<file path="config.mk">
export PLATFORM = sky130hd
export DESIGN_NAME = gf_horner_bank_flat
export DESIGN_NICKNAME = d
export VERILOG_FILES = /design/src/rtl/rs_gf_pkg.sv /design/src/rtl/gf_horner_bank_if.sv /design/src/rtl/gf_mult.sv /design/src/rtl/gf_horner_bank.sv /design/src/flat_wrapper.sv
export SDC_FILE = /design/constraint.sdc
export NUM_CORES = 1
export LEC_CHECK = 0
export CORE_UTILIZATION = 26
export CTS_CLUSTER_SIZE = 14
export DETAILED_ROUTE_END_ITERATION = 10
export GPL_TIMING_DRIVEN = 0
export PLACE_DENSITY = 0.4
export SYNTH_ARGS = -nofsm -noshare
export SYNTH_HDL_FRONTEND = slang
export SYNTH_SLANG_ARGS = --single-unit
</file>
<file path="constraint.sdc">
create_clock -name clock -period 4.92 [get_ports clock]
set_input_delay 0.984 -clock clock [delete_from_list [all_inputs] [get_ports clock]]
set_output_delay 0.984 -clock clock [all_outputs]
set_load 0.02 [all_outputs]
</file>
<file path="src/rtl/rs_gf_pkg.sv">
// Shared GF(2^M) constants and state encoding for the Reed-Solomon datapath.
// The default field is GF(32) generated by x^5 + x^2 + 1.
package rs_gf_pkg;

  localparam int              M_DEF    = 5;
  localparam logic [M_DEF-1:0] POLY_DEF = 5'b00101;
  localparam int              NCH_DEF  = 4;

  localparam logic [M_DEF-1:0] ALPHA = 5'd2;
  // alpha^1 .. alpha^NCH_DEF, the syndrome evaluation points
  localparam logic [M_DEF-1:0] ALPHA_POW [NCH_DEF] = '{5'd2, 5'd4, 5'd8, 5'd16};

  typedef enum logic {
    IDLE = 1'b0,
    RUN  = 1'b1
  } state_t;

endpackage

</file>
<file path="src/rtl/gf_horner_bank_if.sv">
// Symbol stream and result bus between a block source and the Horner bank.
interface gf_horner_bank_if
  import rs_gf_pkg::*;
#(
  parameter int M   = M_DEF,
  parameter int NCH = NCH_DEF
);
  logic               start;
  logic [NCH*M-1:0]   coef;
  logic               in_valid;
  logic [M-1:0]       in_sym;
  logic               in_ready;
  logic               busy;
  logic               done;
  logic [NCH*M-1:0]   result;

  modport master (
    output start, coef, in_valid, in_sym,
    input  in_ready, busy, done, result
  );

  modport slave (
    input  start, coef, in_valid, in_sym,
    output in_ready, busy, done, result
  );
endinterface

</file>
<file path="src/rtl/gf_mult.sv">
// Combinational polynomial-basis GF(2^M) multiplier, reduced modulo x^M + POLY.
module gf_mult #(
  parameter int           M    = 5,
  parameter logic [M-1:0] POLY = 5'b00101
) (
  input  logic [M-1:0] i_a,
  input  logic [M-1:0] i_b,
  output logic [M-1:0] o_p
);
  logic [M-1:0] w_t;

  // Shift-and-add: w_t walks through a*x^k, reduced at every step.
  always_comb begin
    o_p = '0;
    w_t = i_a;
    for (int k = 0; k < M; k++) begin
      if (i_b[k]) o_p = o_p ^ w_t;
      w_t = w_t[M-1] ? ({w_t[M-2:0], 1'b0} ^ POLY) : {w_t[M-2:0], 1'b0};
    end
  end
endmodule

</file>
<file path="src/rtl/gf_horner_bank.sv">
// NCH-channel GF(2^M) Horner evaluator: acc_i <= acc_i*coef_i + sym over LEN symbols,
// publishing all channels at once with a one-cycle done pulse.
module gf_horner_bank
  import rs_gf_pkg::*;
#(
  parameter int           M    = M_DEF,
  parameter logic [M-1:0] POLY = POLY_DEF,
  parameter int           NCH  = NCH_DEF,
  parameter int           LEN  = 31
) (
  input  logic            clock,
  input  logic            reset,
  gf_horner_bank_if.slave bus
);
  localparam int CW = $clog2(LEN + 1);

  state_t           r_state;
  logic [CW-1:0]    r_count;
  logic [M-1:0]     r_acc  [NCH];
  logic [M-1:0]     r_coef [NCH];
  logic [NCH*M-1:0] r_result;
  logic             r_busy;
  logic             r_done;

  logic [M-1:0]     w_prod [NCH];
  logic [M-1:0]     w_step [NCH];
  logic             w_accept;
  logic             w_last;

  genvar gi;
  generate
    for (gi = 0; gi < NCH; gi++) begin : g_ch
      gf_mult #(.M(M), .POLY(POLY)) u_mult (
        .i_a (r_acc[gi]),
        .i_b (r_coef[gi]),
        .o_p (w_prod[gi])
      );
      assign w_step[gi] = w_prod[gi] ^ bus.in_sym;
    end
  endgenerate

  assign w_accept = bus.in_valid && (r_state == RUN);
  assign w_last   = w_accept && (r_count == CW'(LEN - 1));

  // start takes priority over the symbol step, so a start on the last
  // symbol aborts that block without touching result or raising done.
  always_ff @(posedge clock) begin
    if (reset) begin
      r_state  <= IDLE;
      r_count  <= '0;
      r_result <= '0;
      r_busy   <= 1'b0;
      r_done   <= 1'b0;
      for (int i = 0; i < NCH; i++) begin
        r_acc[i]  <= '0;
        r_coef[i] <= '0;
      end
    end else begin
      r_done <= 1'b0;
      if (bus.start) begin
        r_state <= RUN;
        r_count <= '0;
        r_busy  <= 1'b1;
        for (int i = 0; i < NCH; i++) begin
          r_acc[i]  <= '0;
          r_coef[i] <= bus.coef[i*M +: M];
        end
      end else if (w_accept) begin
        r_count <= r_count + 1'b1;
        for (int i = 0; i < NCH; i++) r_acc[i] <= w_step[i];
        if (w_last) begin
          for (int i = 0; i < NCH; i++) r_result[i*M +: M] <= w_step[i];
          r_done  <= 1'b1;
          r_busy  <= 1'b0;
          r_state <= IDLE;
        end
      end
    end
  end

  assign bus.in_ready = r_busy;
  assign bus.busy     = r_busy;
  assign bus.done     = r_done;
  assign bus.result   = r_result;
endmodule

</file>
<file path="src/flat_wrapper.sv">
// flat-port wrapper written by rule: the top's interface ports become plain ports
module gf_horner_bank_flat import rs_gf_pkg::*;
#(
  parameter int           M    = M_DEF,
  parameter logic [M-1:0] POLY = POLY_DEF,
  parameter int           NCH  = NCH_DEF,
  parameter int           LEN  = 31
)
  (clock, reset, bus_start, bus_coef, bus_in_valid, bus_in_sym, bus_in_ready, bus_busy, bus_done, bus_result);
  gf_horner_bank_if #(.M(M), .NCH(NCH)) bus_i ();
  input  logic clock;
  input  logic reset;
  input wire logic [$bits(bus_i.start)-1:0] bus_start;
  input wire logic [$bits(bus_i.coef)-1:0] bus_coef;
  input wire logic [$bits(bus_i.in_valid)-1:0] bus_in_valid;
  input wire logic [$bits(bus_i.in_sym)-1:0] bus_in_sym;
  output wire logic [$bits(bus_i.in_ready)-1:0] bus_in_ready;
  output wire logic [$bits(bus_i.busy)-1:0] bus_busy;
  output wire logic [$bits(bus_i.done)-1:0] bus_done;
  output wire logic [$bits(bus_i.result)-1:0] bus_result;
  assign bus_i.start = bus_start;
  assign bus_i.coef = bus_coef;
  assign bus_i.in_valid = bus_in_valid;
  assign bus_i.in_sym = bus_in_sym;
  assign bus_in_ready = bus_i.in_ready;
  assign bus_busy = bus_i.busy;
  assign bus_done = bus_i.done;
  assign bus_result = bus_i.result;
  gf_horner_bank #(.M(M), .POLY(POLY), .NCH(NCH), .LEN(LEN)) u_core (.clock(clock), .reset(reset), .bus(bus_i));
endmodule
</file>
==> run_results.csv, run 1 <==
group,metric,value,unit
grt,overflow,0,
floorplan,core,15400,µm²
setup_path,cp_max_fo,27,
cells_and_area,design_area,5170,µm²
setup_path,end_kind,"flop",
cells_and_area,fill_cells,1581,
synthesis,synth_edf_count,35,
synthesis,synth_area_per_cell,8.87,µm²
clock_network,ctsResizeCount,0,
clock_network,numClockSinks,67,
power,ir_worst_vdd,0.158,mV
run_status,status,"finished clean",
timing,clock.fmax,316,MHz
setup_path,cp.arrival,3.38,ns
synthesis,synth_cell_types,41,
grt,gr-usage-all-layers,13.9,%
timing,tns,0,ns
cells_and_area,area_growth,25.1,%
routing,viasPerCell,4.28,
grt,grt_first_pass_wirelength,16.7,mm
setup_path,cp_num_cells,6,
power,power_switching,0.000403,W
timing,finalHoldViolCount,0,
setup_path,cp_top_family,"buffers and inverters",
setup_path,slowest_delay,0.94,ns
synthesis,syn_area,4140,µm²
clock_network,cts_tree,"yes",
clock_network,numCtsBuffers,9,
cells_and_area,fin_util,33.7,%
clock_network,clockBufferDepth,2,
setup_path,crit_buf_inv,2,
grt,antenna_found_initial,0,
timing,finalSetupViolCount,0,
power,combPwrFrac,17.5,%
power,total_leakage_power,1.78,nW
routing,postRouteAntennaNets,0,
synthesis,synthCells,466,
power,clockPowerShare,39.6,%
synthesis,ys_seq_area_share,40.9,%
setup_path,rr_startpoint,"u_core.r_count[0]",
floorplan,initial_core_util,26.9,%
grt,grt_pass1_vias,3053,
job,cap_violations,0,
timing,rsz0062_at_grt,"no",
setup_path,crit_chain,"clkdlybuf4s50_1 > nor2_1 > clkinv_1 > nor2_1 > or3_1 > a21oi_1",
setup_path,crit_start,"bus_start",
cells_and_area,layout.nets,559,
setup_path,reg2reg_slack,2.86,ns
routing,first_iter_violations,162,
routing,vias,3188,
hold_path,min_path_type,"flop to flop",
floorplan,rows,45,
setup_path,r2r-end,"u_core.bus.result[13]",
timing,drv_slew,0,
setup_path,critPathCapture,"u_core.r_acc[2][4]",
synthesis,mappedNetlistNets,497,
floorplan,fp.dieW,128,µm
routing,firstDrtPassIters,4,
floorplan,io_pins,52,
power,sw_frac_of_total,27.0,%
place,placed_area,4910,µm²
power,p_seq_share,43.0,%
synthesis,yosys_warnings,0,
setup_path,critPathRequiredTime,5.14,ns
power,powerDensity,288,nW/µm²
clock_network,ctsRootBufferMaster,"clkbuf_16",
floorplan,die_h,128,µm
power,p_int,0.00109,W
clock_network,clk_latency,0.34,ns
synthesis,async_reset_ff_share,0,%
cells_and_area,num_antenna_cells,0,
cells_and_area,drive_above_1_share,6.75,%
routing,drt-total-wl,10.5,mm
grt,grt_max_degree,28,
timing,tightest_slew,1.07,ns
setup_path,cpMostUsedCell,"nor2_1",
timing,period_minus_slack,3.16,ns
place,dp.final_hpwl,7.54,mm
setup_path,crit_type,"primary input to flop",
place,portBuffers,51,
setup_path,r2r_cells,8,
timing,fin_skew,0.00607,ns
timing,timing.final.crit_share,64.2,%
place,gp_congestion,0.770,
clock_network,clkTransAtPathRegs,0.05,ns
clock_network,post_cts_buffers,0,
setup_path,cp_slowest_cell,"clkinv_1",
clock_network,ctsHoldBuffers,0,
synthesis,ys_seq_elements,67,
cells_and_area,multiInputGateArea,2270,µm²
routing,wl_per_cell,14.1,µm
setup_path,startpoint_type,"primary input",
cells_and_area,seq_area,1690,µm²
floorplan,die-area,16400,µm²
synthesis,synth_ff_type,"edfxtp_1",
timing,relSlewSlack,28.2,%
routing,drcViolationCount,0,
clock_network,htree_levels,3,
## cells by family after synthesis
logic type / synth area share, %
AOI/OAI and AO/OA: 9.23
xor gates and xnor gates: 22.1
adders and majority gates: 0.605
buffers and inverters: 4.15
DFF: 40.9
muxes: 3.48
and+or+nand+nor: 19.5
## worst register-to-register path, cell delays in order, from the launching register on
cell,delay (ns)
dfxtp_1,0.39
inv_1,0.06
ha_1,0.19
nand2_1,0.06
nor3_1,0.05
nand2b_1,0.09
clkbuf_1,0.42
clkbuf_1,0.48
o21ai_0,0.17
## layout by cell type, fill, tap and decap left out, types with 5 or more instances in the layout
| cell type | instances |
|---|---|
| clkdlybuf4s50_1 | 51 |
| dfxtp_1 | 32 |
| a21oi_1 | 14 |
| nand3_1 | 6 |
| clkbuf_16 | 9 |
| mux2_2 | 7 |
| edfxtp_1 | 35 |
| xor2_1 | 35 |
| buf_2 | 8 |
| o21ai_0 | 27 |
| a22oi_1 | 5 |
| mux2i_1 | 5 |
| and2_1 | 21 |
| nand2b_1 | 12 |
| xnor2_1 | 62 |
| nor2_1 | 38 |
| clkbuf_1 | 20 |
| inv_1 | 7 |
| nand2_1 | 99 |
## registers in the layout, summed over array words and instances, names as in the netlist
register,count
u_core.bus.done,1
u_core.r_count,5
u_core.bus.result,20
u_core.r_acc,20
u_core.r_state,1
u_core.r_coef,20
## synth_stat cells, drive strengths merged, types with 5 or more instances
library cell | n | area, µm²
xnor2 | 62 | 543
and2 | 21 | 131
nor2 | 38 | 143
dfxtp | 32 | 641
inv | 7 | 26.3
xor2 | 37 | 350
nand2 | 99 | 372
buf | 12 | 77.6
o21ai | 29 | 145
a22oi | 6 | 50.1
clkbuf | 17 | 63.8
a211oi | 5 | 42.5
a21oi | 14 | 70.1
nand2b | 12 | 75.1
mux2 | 8 | 93.8
edfxtp | 35 | 1050
nand3 | 6 | 30.0
mux2i | 5 | 50.1
## final cells by class
| type | count | share of cell area (%) |
|---|---|---|
| multi-input combinational | 362 | 43.9 |
| sequential | 67 | 32.7 |
| timing repair buffer | 51 | 9.87 |
| tap | 211 | 5.10 |
| clock buffer | 13 | 4.84 |
| buffer | 29 | 2.73 |
| inverter | 8 | 0.580 |
| clock inverter | 3 | 0.266 |
## power by group through the flow
stage | Combinational (W) | Clock [W] | Sequential (W)
global placement | 0.000261 | 0 | 0.000652
floorplan | 0.000190 | 0 | 0.000643
finish | 0.000260 | 0.000590 | 0.000640
global route | 0.000290 | 0.000630 | 0.000644
detailed placement | 0.000264 | 0 | 0.000652
CTS | 0.000265 | 0.000614 | 0.000641
## how the worst min path moves through the flow
stage | startpoint | slack, ns | depth (start not counted) | end
floorplan | u_core.r_count[4] | 0.48 | 2 | u_core.r_count[4]
global placement | u_core.bus.result[3] | 0.44 | 2 | u_core.bus.result[3]
detailed placement | u_core.bus.result[3] | 0.45 | 2 | u_core.bus.result[3]
CTS | u_core.bus.result[3] | 0.45 | 2 | u_core.bus.result[3]
global route | u_core.bus.result[0] | 0.49 | 2 | u_core.bus.result[0]
finish | u_core.bus.result[5] | 0.45 | 2 | u_core.bus.result[5]
## per-stage QoR
| stage | setup slack, ns | power, W | instances | hold WS [ns] |
|---|---|---|---|---|
| 2_1_floorplan | 2.58 | 0.000833 | 466 | 0.479 |
| 3_3_place_gp | 1.36 | 0.000913 | 728 | 0.443 |
| 3_5_place_dp | 1.33 | 0.000916 | 728 | 0.447 |
| 4_1_cts | 1.69 | 0.00152 | 744 | 0.455 |
| 5_1_grt | 1.51 | 0.00156 | 744 | 0.488 |
| 6_report | 1.76 | 0.00149 | 744 | 0.450 |
## layer usage
| layer | global-route usage (%) | vias to the layer above | wire length, µm |
|---|---|---|---|
| met1 | 17.9 | 1480 | 5010 |
| met3 | 2.50 | 14 | 352 |
| met4 | 6.71 | 0 | 252 |
| li1 | - | 1643 | - |
| met5 | 0 | - | 0 |
| met2 | 22.4 | 51 | 4910 |
No activity file was read; power rests on OpenSTA's default activity.
==> inputs of run 2 (changes only) <==
clock period = 3.05 ns   (was 4.92 ns; I/O delays follow)
==> results of run 2 <==
The final DEF is identical to that of run 1. Status: finished clean.
Among the figures that moved: setup slack after placement 1.33 ns -> -0.163 ns; setup slack after layout 1.76 ns -> 0.264 ns; register-to-register setup slack 2.86 ns -> 0.99 ns; total power 0.00149 W -> 0.00241 W; worst IR drop on VDD 0.158 mV -> 0.255 mV
